**config.mk**
```make
export PLATFORM = sky130hd
export DESIGN_NAME = branch_predict_ctrl
export DESIGN_NICKNAME = d
export VERILOG_FILES = /design/src/rtl/branch_predict_ctrl.sv
export SDC_FILE = /design/constraint.sdc
export NUM_CORES = 1
export LEC_CHECK = 0
export ABC_AREA = 1
export CAP_MARGIN = 20
export CORE_UTILIZATION = 35
export CTS_BUF_LIST = sky130_fd_sc_hd__clkbuf_8
export DETAILED_ROUTE_END_ITERATION = 10
export HOLD_SLACK_MARGIN = 0.15
export PLACE_DENSITY = 0.61
export SLEW_MARGIN = 30
export SYNTH_ARGS = -nofsm -noshare
export SYNTH_HDL_FRONTEND = slang
export SYNTH_SLANG_ARGS = --single-unit
```
**constraint.sdc**
```tcl
create_clock -name clk -period 8 [get_ports clk]
set_clock_uncertainty 0.05 [all_clocks]
set_input_delay 1.6 -clock clk [delete_from_list [all_inputs] [get_ports clk]]
set_output_delay 1.6 -clock clk [all_outputs]
set_load 0.03 [all_outputs]
```
**src/rtl/branch_predict_ctrl.sv**
```systemverilog
// Branch predictor: 2-bit saturating-counter BHT plus an in-flight prediction FIFO that flags mispredicts.
// Optional per-run statistics counters are enabled by defining BRANCH_PREDICT_STATS_EN.
module branch_predict_ctrl #(
  parameter int          ADDR_W   = 32,
  parameter int          IDX_W    = 4,
  parameter int          DEPTH    = 4,
  parameter logic [1:0]  BHT_INIT = 2'b01
) (
  input  logic              clk,
  input  logic              reset,
  input  logic              stall,
  input  logic              if_valid,
  input  logic [ADDR_W-1:0] if_pc,
  input  logic              if_is_branch,
  input  logic [ADDR_W-1:0] if_target,
  output logic              pred_taken,
  output logic [ADDR_W-1:0] pred_next_pc,
  input  logic              res_valid,
  input  logic              res_is_branch,
  input  logic [ADDR_W-1:0] res_pc,
  input  logic [ADDR_W-1:0] res_next_pc,
  input  logic [ADDR_W-1:0] res_seq_pc,
  output logic              flush,
  output logic [ADDR_W-1:0] redirect_pc,
  output logic              fifo_err
`ifdef BRANCH_PREDICT_STATS_EN
  ,
  output logic [31:0]       stat_branches,
  output logic [31:0]       stat_mispredicts
`endif
);

  localparam int ENTRIES = 1 << IDX_W;
  localparam int PTR_W   = $clog2(DEPTH);
  localparam int CNT_W   = PTR_W + 1;
  localparam logic [ADDR_W-1:0] PC_INC = ADDR_W'(4);

  logic [1:0]        bht_q [ENTRIES];
  logic [1:0]        bht_d [ENTRIES];
  logic [ADDR_W-1:0] mem_q [DEPTH];
  logic [ADDR_W-1:0] mem_d [DEPTH];
  logic [PTR_W-1:0]  wr_ptr_q, wr_ptr_d, rd_ptr_q, rd_ptr_d;
  logic [CNT_W-1:0]  count_q, count_d;
  logic              fifo_err_q, fifo_err_d;

  logic [IDX_W-1:0]  if_idx, res_idx;
  logic [1:0]        if_ctr, res_ctr;
  logic              empty, full, push_req, pop_req, push_ok, pop_ok;
  logic              bht_upd, res_taken;
  logic              unused_res_pc;

  assign if_idx        = if_pc[IDX_W+1:2];
  assign res_idx       = res_pc[IDX_W+1:2];
  assign unused_res_pc = ^{res_pc[ADDR_W-1:IDX_W+2], res_pc[1:0]};
  assign if_ctr        = bht_q[if_idx];
  assign res_ctr       = bht_q[res_idx];

  assign pred_taken   = if_is_branch & if_ctr[1];
  assign pred_next_pc = pred_taken ? if_target : (if_pc + PC_INC);

  assign empty    = (count_q == '0);
  assign full     = (count_q == CNT_W'(DEPTH));
  assign pop_req  = res_valid & ~stall;
  assign flush    = pop_req & ~empty & (mem_q[rd_ptr_q] != res_next_pc);
  assign push_req = if_valid & ~stall & ~flush;
  assign pop_ok   = pop_req & ~empty;
  assign push_ok  = push_req & (~full | pop_ok);

  assign redirect_pc = flush ? res_next_pc : '0;
  assign fifo_err    = fifo_err_q;

  // A flush discards every in-flight entry, including a same-cycle push from the wrong path.
  always_comb begin
    mem_d      = mem_q;
    wr_ptr_d   = wr_ptr_q;
    rd_ptr_d   = rd_ptr_q;
    count_d    = count_q;
    fifo_err_d = fifo_err_q;
    if (flush) begin
      wr_ptr_d = '0;
      rd_ptr_d = '0;
      count_d  = '0;
    end else begin
      if ((push_req & ~push_ok) | (pop_req & empty)) fifo_err_d = 1'b1;
      if (push_ok) begin
        mem_d[wr_ptr_q] = pred_next_pc;
        wr_ptr_d        = wr_ptr_q + 1'b1;
      end
      if (pop_ok) rd_ptr_d = rd_ptr_q + 1'b1;
      count_d = count_q + CNT_W'(push_ok) - CNT_W'(pop_ok);
    end
  end

  assign bht_upd   = pop_req & res_is_branch;
  assign res_taken = (res_next_pc != res_seq_pc);

  always_comb begin
    bht_d = bht_q;
    if (bht_upd) begin
      if (res_taken && (res_ctr != 2'b11))
        bht_d[res_idx] = res_ctr + 2'b01;
      else if (!res_taken && (res_ctr != 2'b00))
        bht_d[res_idx] = res_ctr - 2'b01;
    end
  end

  always_ff @(posedge clk or posedge reset) begin
    if (reset) begin
      for (int i = 0; i < ENTRIES; i++) bht_q[i] <= BHT_INIT;
      for (int i = 0; i < DEPTH; i++) mem_q[i] <= '0;
      wr_ptr_q   <= '0;
      rd_ptr_q   <= '0;
      count_q    <= '0;
      fifo_err_q <= 1'b0;
    end else begin
      bht_q      <= bht_d;
      mem_q      <= mem_d;
      wr_ptr_q   <= wr_ptr_d;
      rd_ptr_q   <= rd_ptr_d;
      count_q    <= count_d;
      fifo_err_q <= fifo_err_d;
    end
  end

`ifdef BRANCH_PREDICT_STATS_EN
  logic [31:0] stat_branches_q, stat_branches_d;
  logic [31:0] stat_mispredicts_q, stat_mispredicts_d;

  // Both event conditions already exclude stall, so the counters freeze with the pipeline.
  always_comb begin
    stat_branches_d    = stat_branches_q + 32'(bht_upd);
    stat_mispredicts_d = stat_mispredicts_q + 32'(flush);
  end

  always_ff @(posedge clk or posedge reset) begin
    if (reset) begin
      stat_branches_q    <= '0;
      stat_mispredicts_q <= '0;
    end else begin
      stat_branches_q    <= stat_branches_d;
      stat_mispredicts_q <= stat_mispredicts_d;
    end
  end

  assign stat_branches    = stat_branches_q;
  assign stat_mispredicts = stat_mispredicts_q;
`endif

endmodule

```
## Word-level counts from Yosys, hierarchy flattened

Index checks and enable logic that the tools add are counted.

- Bits in registers: 168
- Latch bits: 0
- Memory bits (writable): 0
- Bits in read-only memories: 0
- Input port bits: 167
- Output and inout bits: 67
- Memories kept: 0

- Add/sub/neg operators: 7
- $mul: 0
- Divide/modulo/power cells: 0
- Magnitude comparators: 6
- Equality and inequality tests: 4
- Shift operators: 0
- Multiplexer cells: 25
- Bitwise operators: 21
- Reductions and logical operators: 13

Operators with widths:

| cell | count |
|---|---|
| 32-bit two-way mux | 7 |
| 128-bit bitwise mux | 1 |
| 32-bit binary-select mux with 2-bit select | 1 |
| 32-bit bitwise mux | 2 |
| 32-bit demux with 2-bit select | 1 |
| 32-bit != test | 2 |
| 32-bit by 3-bit adder with 32-bit output (second input constant) | 1 |
| 2-bit two-way mux | 9 |
| 2-bit binary-select mux with 4-bit select | 2 |
| 1-bit bitwise AND | 10 |
| 5-bit >= comparator (second input constant) | 2 |
| 4-bit NOT with 5-bit output | 2 |
| 2-bit demux with 4-bit select | 1 |
| 2-bit nonzero test | 4 |
| 2-bit by 1-bit adder with 2-bit output (second input constant) | 3 |
| 3-bit >= comparator (second input constant) | 2 |
| 2-bit NOT with 3-bit output | 2 |
| 2-bit AND reduction | 3 |
| 5-bit by 1-bit < comparator with 1-bit output (second input constant) | 1 |
| 1-bit NOT | 5 |
| 1-bit logical AND | 4 |
| 3-bit by 1-bit adder with 3-bit output | 1 |
| 3-bit equality test (second input constant) | 1 |
| 3-bit zero test | 1 |
| other kinds (7) | 8 |

## Longest topological paths before layout

Gate-level depths: netlist of run 1.

- Word-level depth: 13
- Gate-level depth with buffers: 23

## Worst setup path after synthesis of run 1

Ideal clock, no wire load.

- Kind: input to output
- From: input if_pc[3]
- To: output pred_next_pc[25]
- Arrival: 3058 ps
- Slack: 3292 ps
- Stages: 8
- Path buffers: 1
- Cells stage by stage: clkbuf_1 nand3_1 nor2_1 nand3_1 nor3_1 xor2_1 nand2_1 nand2_1

- Word-level cells in the longest chain between the ends: 6
- Elaborated cells on any way between the ends: 7

Ends and longest elaborated chain:

| element | line | RTL |
|---|---|---|
| start, declared | 13 | `input logic [ADDR_W-1:0] if_pc,` |
| parallel branches: the longest is 5 deep, another holds 32-bit by 3-bit adder with 32-bit output | -- |  |
| 32-bit two-way mux * | 59 | `assign pred_next_pc = pred_taken ? if_target : (if_pc + PC_INC);` |
| end, declared | 17 | `output logic [ADDR_W-1:0] pred_next_pc,` |

Every way passes the cells marked *. The select of a mux whose other input is x is not followed.

## Worst setup path after layout of run 1

- From: input if_pc[2]
- To: output pred_next_pc[24]

Same word-level chain as after synthesis.

==> results of run 1 <==
==> power by group through the flow <==
stage               logic (W)  registers (W)  clock network (W)
floorplan             0.00123        0.00133                  0
global placement      0.00174        0.00136                  0
detailed placement    0.00177        0.00137                  0
CTS                   0.00177        0.00135           0.000617
global route          0.00199        0.00140           0.000654
finish                0.00178        0.00136           0.000604
==> layout by cell type, fill, tap and decap left out, drive strengths merged, types with 2 or more instances in the layout <==
master and n:
or2 11, ha 9, buf 20, o22ai 8, a21oi 4, nor4 2
clkdlybuf4s50 205, clkinv 5, o211ai 8, xnor2 25, nand4 144, dfstp 16
nor2 109, inv 98, clkbuf 17, xor2 25, dfrtp 152, nand3 186
nor3 13, o21ai 20, nand2 706, a22oi 4
==> layer usage <==
metal | share of wire (%) | vias up
met5 | 0 | -
met4 | 0.74 | 0
met3 | 7.9 | 23
met2 | 44 | 488
met1 | 47 | 5281
li1 | - | 5618
==> worst paths after layout <==
kind | from | end | slack (ns)
worst max-delay path | if_pc[2] | pred_next_pc[24] | 1.30
min in group asynchronous | reset | fifo_err | 1.61
worst min-delay path | flop | flop | 0.42
worst max register to register | rd_ptr_q[1] | mem_q[125] | 3.58
max in group asynchronous | reset | mem_q[125] | 4.93
worst min register to register | flop | flop | 0.42
==> layout make-up <==
type                    instances  area share, %
flip-flops and latches        168           31.1
clock inverters                15           1.05
well taps                     396           3.65
clock buffers                  17           1.72
inverters                      89           2.53
repair buffers                225           16.3
multi-input cells            1278           43.6
==> cells by family after synthesis <==
family | synth area share (%)
compound gates | 2.47
xor+xnor | 4.01
fa+ha+maj | 1.21
buf+inv | 7.39
flops | 38.7
simple gates | 46.3
==> flip-flops by register name, summed over array words and instances, names as in the netlist, named ones only <==
register	flops
wr_ptr_q	2
bht_q	16
fifo_err	1
count_q	3
rd_ptr_q	2
mem_q	128
==> critical path: stages <==
cell and delay, ns:
clkdlybuf4s50_1 0.75, inv_1 0.25, nor2_1 0.14, o211ai_1 0.11, nand3_1 0.10, nand2_1 0.05, buf_4 0.23, nand2_1 0.41
buf_4 0.30, nand2_1 0.09, nand2_1 0.26, clkdlybuf4s50_1 0.74
==> stage by stage <==
step           util, %  hold WS, ns  worst slack, ns
3_3_place_gp      43.0        0.398             1.40
2_1_floorplan        -        0.392             1.83
3_5_place_dp      43.0        0.402             1.35
4_1_cts           44.3        0.419             1.34
5_1_grt           44.3        0.442            0.998
6_report          44.3        0.419             1.30
==> reports/results.ini, run 1 <==
[global_routing]
met2_usage_pct=36.2
top_usage_layer=met2
antenna_found_initial=0
met1_usage_pct=35.0
grtUsageTotal_pct=23.5
grt_pass1_vias=10500
met3_usage_pct=3.77
grt_max_degree=112
grt.overflow.total=0
grt_pass1_wl_um=58100

[sta]
min_period_ns=6.70
setup-tns-final_ns=0
tightest_slew_ns=0.904
min_period_over_period_pct=83.8
rsz0062_at_grt=false
setup_viol=0
relSlewSlack_pct=39.7
hold_viol=0
drv_slew=0
fmax_mhz=149

[pwr]
swShare_pct=46.4
p_per_area_mw_per_mm2=276
ir_drop_mv=0.123
p_leak_nw=6.60
power_w=0.00374
internal_power_w=0.00201
pwr-share-comb_pct=47.6
clock_power_share_pct=16.2
p_switching_w=0.00174
pwr-share-seq_pct=36.3

[flow_run]
cap_viol_max_count=0

[placement]
gp_congestion=0.863
port-buffer-count=205
dp.cells=2156
place.detailed.hpwl_um=25400
post_dp_cell_area_mm2=0.0132

[logic_synthesis]
ys_types=30
yosysWarnings=0
synth_seq_area_share_pct=38.7
synth_area_leader_cell=dfrtp_1
synthCells=1634
avgSynthCellArea_um2=6.69
yosysTopAreaCellShare_pct=34.8
synth_flop_cell=dfrtp_1
synth.most_common_cell=nand2_1
ys_ff_latch=168
synth_area_mm2=0.0109
syn-num-nets=1811
synth_area_leaders=dfrtp_1 (35%), nand2_1 (24%), nand3_1 (8.5%), nand4_1 (8.2%), dfstp_2 (3.8%)
synth_enable_flop_cells=0
synthTopCellsByCount=nand2_1 (705), nand3_1 (186), dfrtp_1 (152)
postSynth.asyncResetShare_pct=100

[clock_tree]
numCtsBuffers=17
root_buffer=clkbuf_8
cts_buffer_depth=2
postCtsSetupBuffers=0
htree_levels=4
path_clk_slew_ns=0.11
insertion_delay_ns=0.49
cts_sinks=168
cts_resized=0
cts_hold_buffers=0
cts_tree=built

[floorplanning]
start_util_pct=35.6
die_x_um=179
ios=234
row_count=64
fp.dieH_um=179
core_area_mm2=0.0307
fp.dieArea_mm2=0.0319

[routing]
wl_per_cell_um=17.1
first_pass_iters=8
drc=0
via_count=11400
routed_wl_um=37300
via_per_inst=5.21
drtAntennaViolNets=0
drt_iter0_drc=926

[final_layout]
num-fill-cells=3235
antenna_cells=0
multi_input_area_mm2=0.00592
instances_no_fill=2188
nets=1956
regArea_mm2=0.00423
area_growth_pct=24.3
stdcell_area_mm2=0.0136
drive_gt1_share_pct=5.19

[critical_path]
required_ns=6.35
end_kind=primary output
critPathMaxFanout=33
r2r_cells=15
critPathLaunchType=input port
criticalPathCategory=input port to primary output
arrival_ns=5.05

[min_path]
whs_path_depth=2
hold_path.class=flop to flop

[status]
status=complete, no violations

No activity file was read; power rests on OpenSTA's default activity.
==> run 2: changes to the inputs <==
PLACE_DENSITY = 0.63   (was 0.61)
clock period = 5.85 ns   (was 8 ns; I/O delays follow)
==> reports/results.ini, run 2 (synthesis results as in run 1) <==
[status]
status=complete, no violations

[global_routing]
grtUsageTotal_pct=23.5  ; -0.064 points
antenna_found_initial=0  ; unchanged
grt_pass1_vias=10500  ; +0.51%
grt.overflow.total=0  ; unchanged
grt_pass1_wl_um=57800  ; -0.57%
grt_max_degree=98  ; -13%

[final_layout]
top_register=mem_q
top_regs=mem_q x128, bht_q x16, count_q x3
final_cell_mix=nand2_1 (705), nand3_1 (182), clkdlybuf4s50_1 (172)
nets=1962  ; +0.31%
area_growth_pct=26.2
regArea_mm2=0.00423  ; unchanged
antenna_cells=0  ; unchanged
drive_gt1_share_pct=7.56  ; +2.4 points
num-fill-cells=3192  ; -1.3%
largest_reg_flops=128  ; unchanged
final_common_cell=nand2_1
multi_input_area_mm2=0.00593  ; +0.13%
utilization_pct=45.0  ; +0.69 points

[pwr]
ir_drop_mv=0.249  ; +100%
pwr-share-seq_pct=35.9  ; -0.4 points
p_per_area_mw_per_mm2=375  ; +36%
clock_power_share_pct=16.1  ; about the same
pwr-share-comb_pct=48.0  ; +0.4 points
p_leak_nw=6.72  ; +1.9%
internal_power_w=0.00275  ; +37%
p_switching_w=0.00242  ; +39%
swShare_pct=46.7  ; +0.35 points

[routing]
via_per_inst=5.21  ; -0.14%
drtAntennaViolNets=0  ; unchanged
routed_wl_um=37000  ; -0.85%
drt_iter0_drc=878  ; -5.2%
via_count=11400  ; +0.13%
first_pass_iters=5  ; -3
drc=0  ; unchanged
wl_per_cell_um=16.9  ; -1.1%

[flow_run]
cap_viol_max_count=0  ; unchanged

[critical_path]
required_ns=4.63  ; -1.72 ns
end_kind=primary output
critPathLaunchType=input port
crit_top_cell=nand2_1
critPathMaxFanout=20  ; -39%
worst_path_max_delay_cell=clkdlybuf4s50_1
criticalPathCategory=input port to primary output
slowest_delay_ns=0.75  ; about the same
arrival_ns=3.84  ; -1.21 ns
crit_chain=clkdlybuf4s50_1 -> inv_1 -> nor2_1 -> o211ai_1 -> nand3_1 -> nand2_1 -> nand2_1 -> buf_4 -> nand2_1 -> nand2_1 -> buf_4

[clock_tree]
cts_buffer_depth=2  ; unchanged
path_clk_slew_ns=0.11  ; about the same
htree_levels=4  ; unchanged
cts_resized=0  ; unchanged
insertion_delay_ns=0.48  ; about the same
cts_sinks=168  ; unchanged
numCtsBuffers=17  ; unchanged
cts_tree=built
postCtsSetupBuffers=0  ; unchanged
root_buffer=clkbuf_8
cts_hold_buffers=0  ; unchanged

[sta]
drv_slew=0  ; unchanged
hold_viol=0  ; unchanged
setup_viol=0  ; unchanged
relSlewSlack_pct=41.9  ; +2.1 points
rsz0062_at_grt=false
fmax_mhz=197
tightest_slew_ns=0.872  ; -0.0322 ns
setup-tns-final_ns=0  ; unchanged
min_period_ns=5.06
min_period_over_period_pct=86.6

[min_path]
hold_path.class=flop to flop

[floorplanning]
core_area_mm2=0.0307  ; unchanged
fp.dieH_um=179  ; unchanged
row_count=64  ; unchanged
start_util_pct=35.6  ; unchanged
ios=234  ; unchanged
die_x_um=179  ; unchanged
fp.dieArea_mm2=0.0319  ; unchanged

[placement]
place.detailed.hpwl_um=26100  ; +2.5%
port-buffer-count=205  ; unchanged
gp_congestion=0.859  ; -0.45%

run 2: worst paths after layout:
path                              from                to  slack (ns)  cells after the start
setup / recovery              if_pc[2]  pred_next_pc[25]        0.79                     11
hold / removal                    flop              flop        0.42                      2
setup reg to reg           rd_ptr_q[0]         mem_q[36]        1.78                     17
hold reg to reg                   flop              flop        0.42                      2
max in group asynchronous        reset        mem_q[115]        3.60                      3
min in group asynchronous        reset          mem_q[5]        1.14                      2
run 2: layout make-up:
type	count	area share (%)
Multi-Input combinational cell	1278	43.0
Sequential cell	168	30.6
Clock buffer	17	1.70
Inverter	89	2.49
Tap cell	396	3.59
Timing Repair Buffer	231	17.4
Clock inverter	15	1.15
run 2: critical path: cells and delay by family:
family	cells	cell delay, ns
AOI/OAI and AO/OA	1	0.12
and+or+nand+nor	6	1.02
buffers and inverters	4	1.51
run 2: through the flow:
stage          setup WS [ns]  power, W  cell area, um2  instances  hold WS, ns
3_5_place_dp           0.807   0.00434           13400       2162        0.403
4_1_cts                0.786   0.00517           13800       2194        0.420
2_1_floorplan          0.110   0.00350           10900       1634        0.392
5_1_grt                0.528   0.00558           13800       2194        0.436
3_3_place_gp           0.788   0.00429           13400       2162        0.399
6_report               0.786   0.00517           13800       2194        0.420
run 2: routing by layer:
layer	wire length [um]	share of wire [%]	up-vias	global-route usage, %
li1	-	-	5627	-
met1	17500	47	5279	34.3
met2	15900	43	471	35.3
met3	2760	7.5	48	3.50
met4	857	2.3	0	7.42
met5	0	0	-	0
run 2: power groups by stage:
| stage | Clock (W) | Combinational, W | Sequential [W] |
|---|---|---|---|
| 2_1_floorplan | 0 | 0.00169 | 0.00181 |
| 3_3_place_gp | 0 | 0.00243 | 0.00186 |
| 3_5_place_dp | 0 | 0.00247 | 0.00187 |
| 4_1_cts | 0.000841 | 0.00248 | 0.00185 |
| 5_1_grt | 0.000895 | 0.00278 | 0.00191 |
| 6_report | 0.000831 | 0.00248 | 0.00186 |
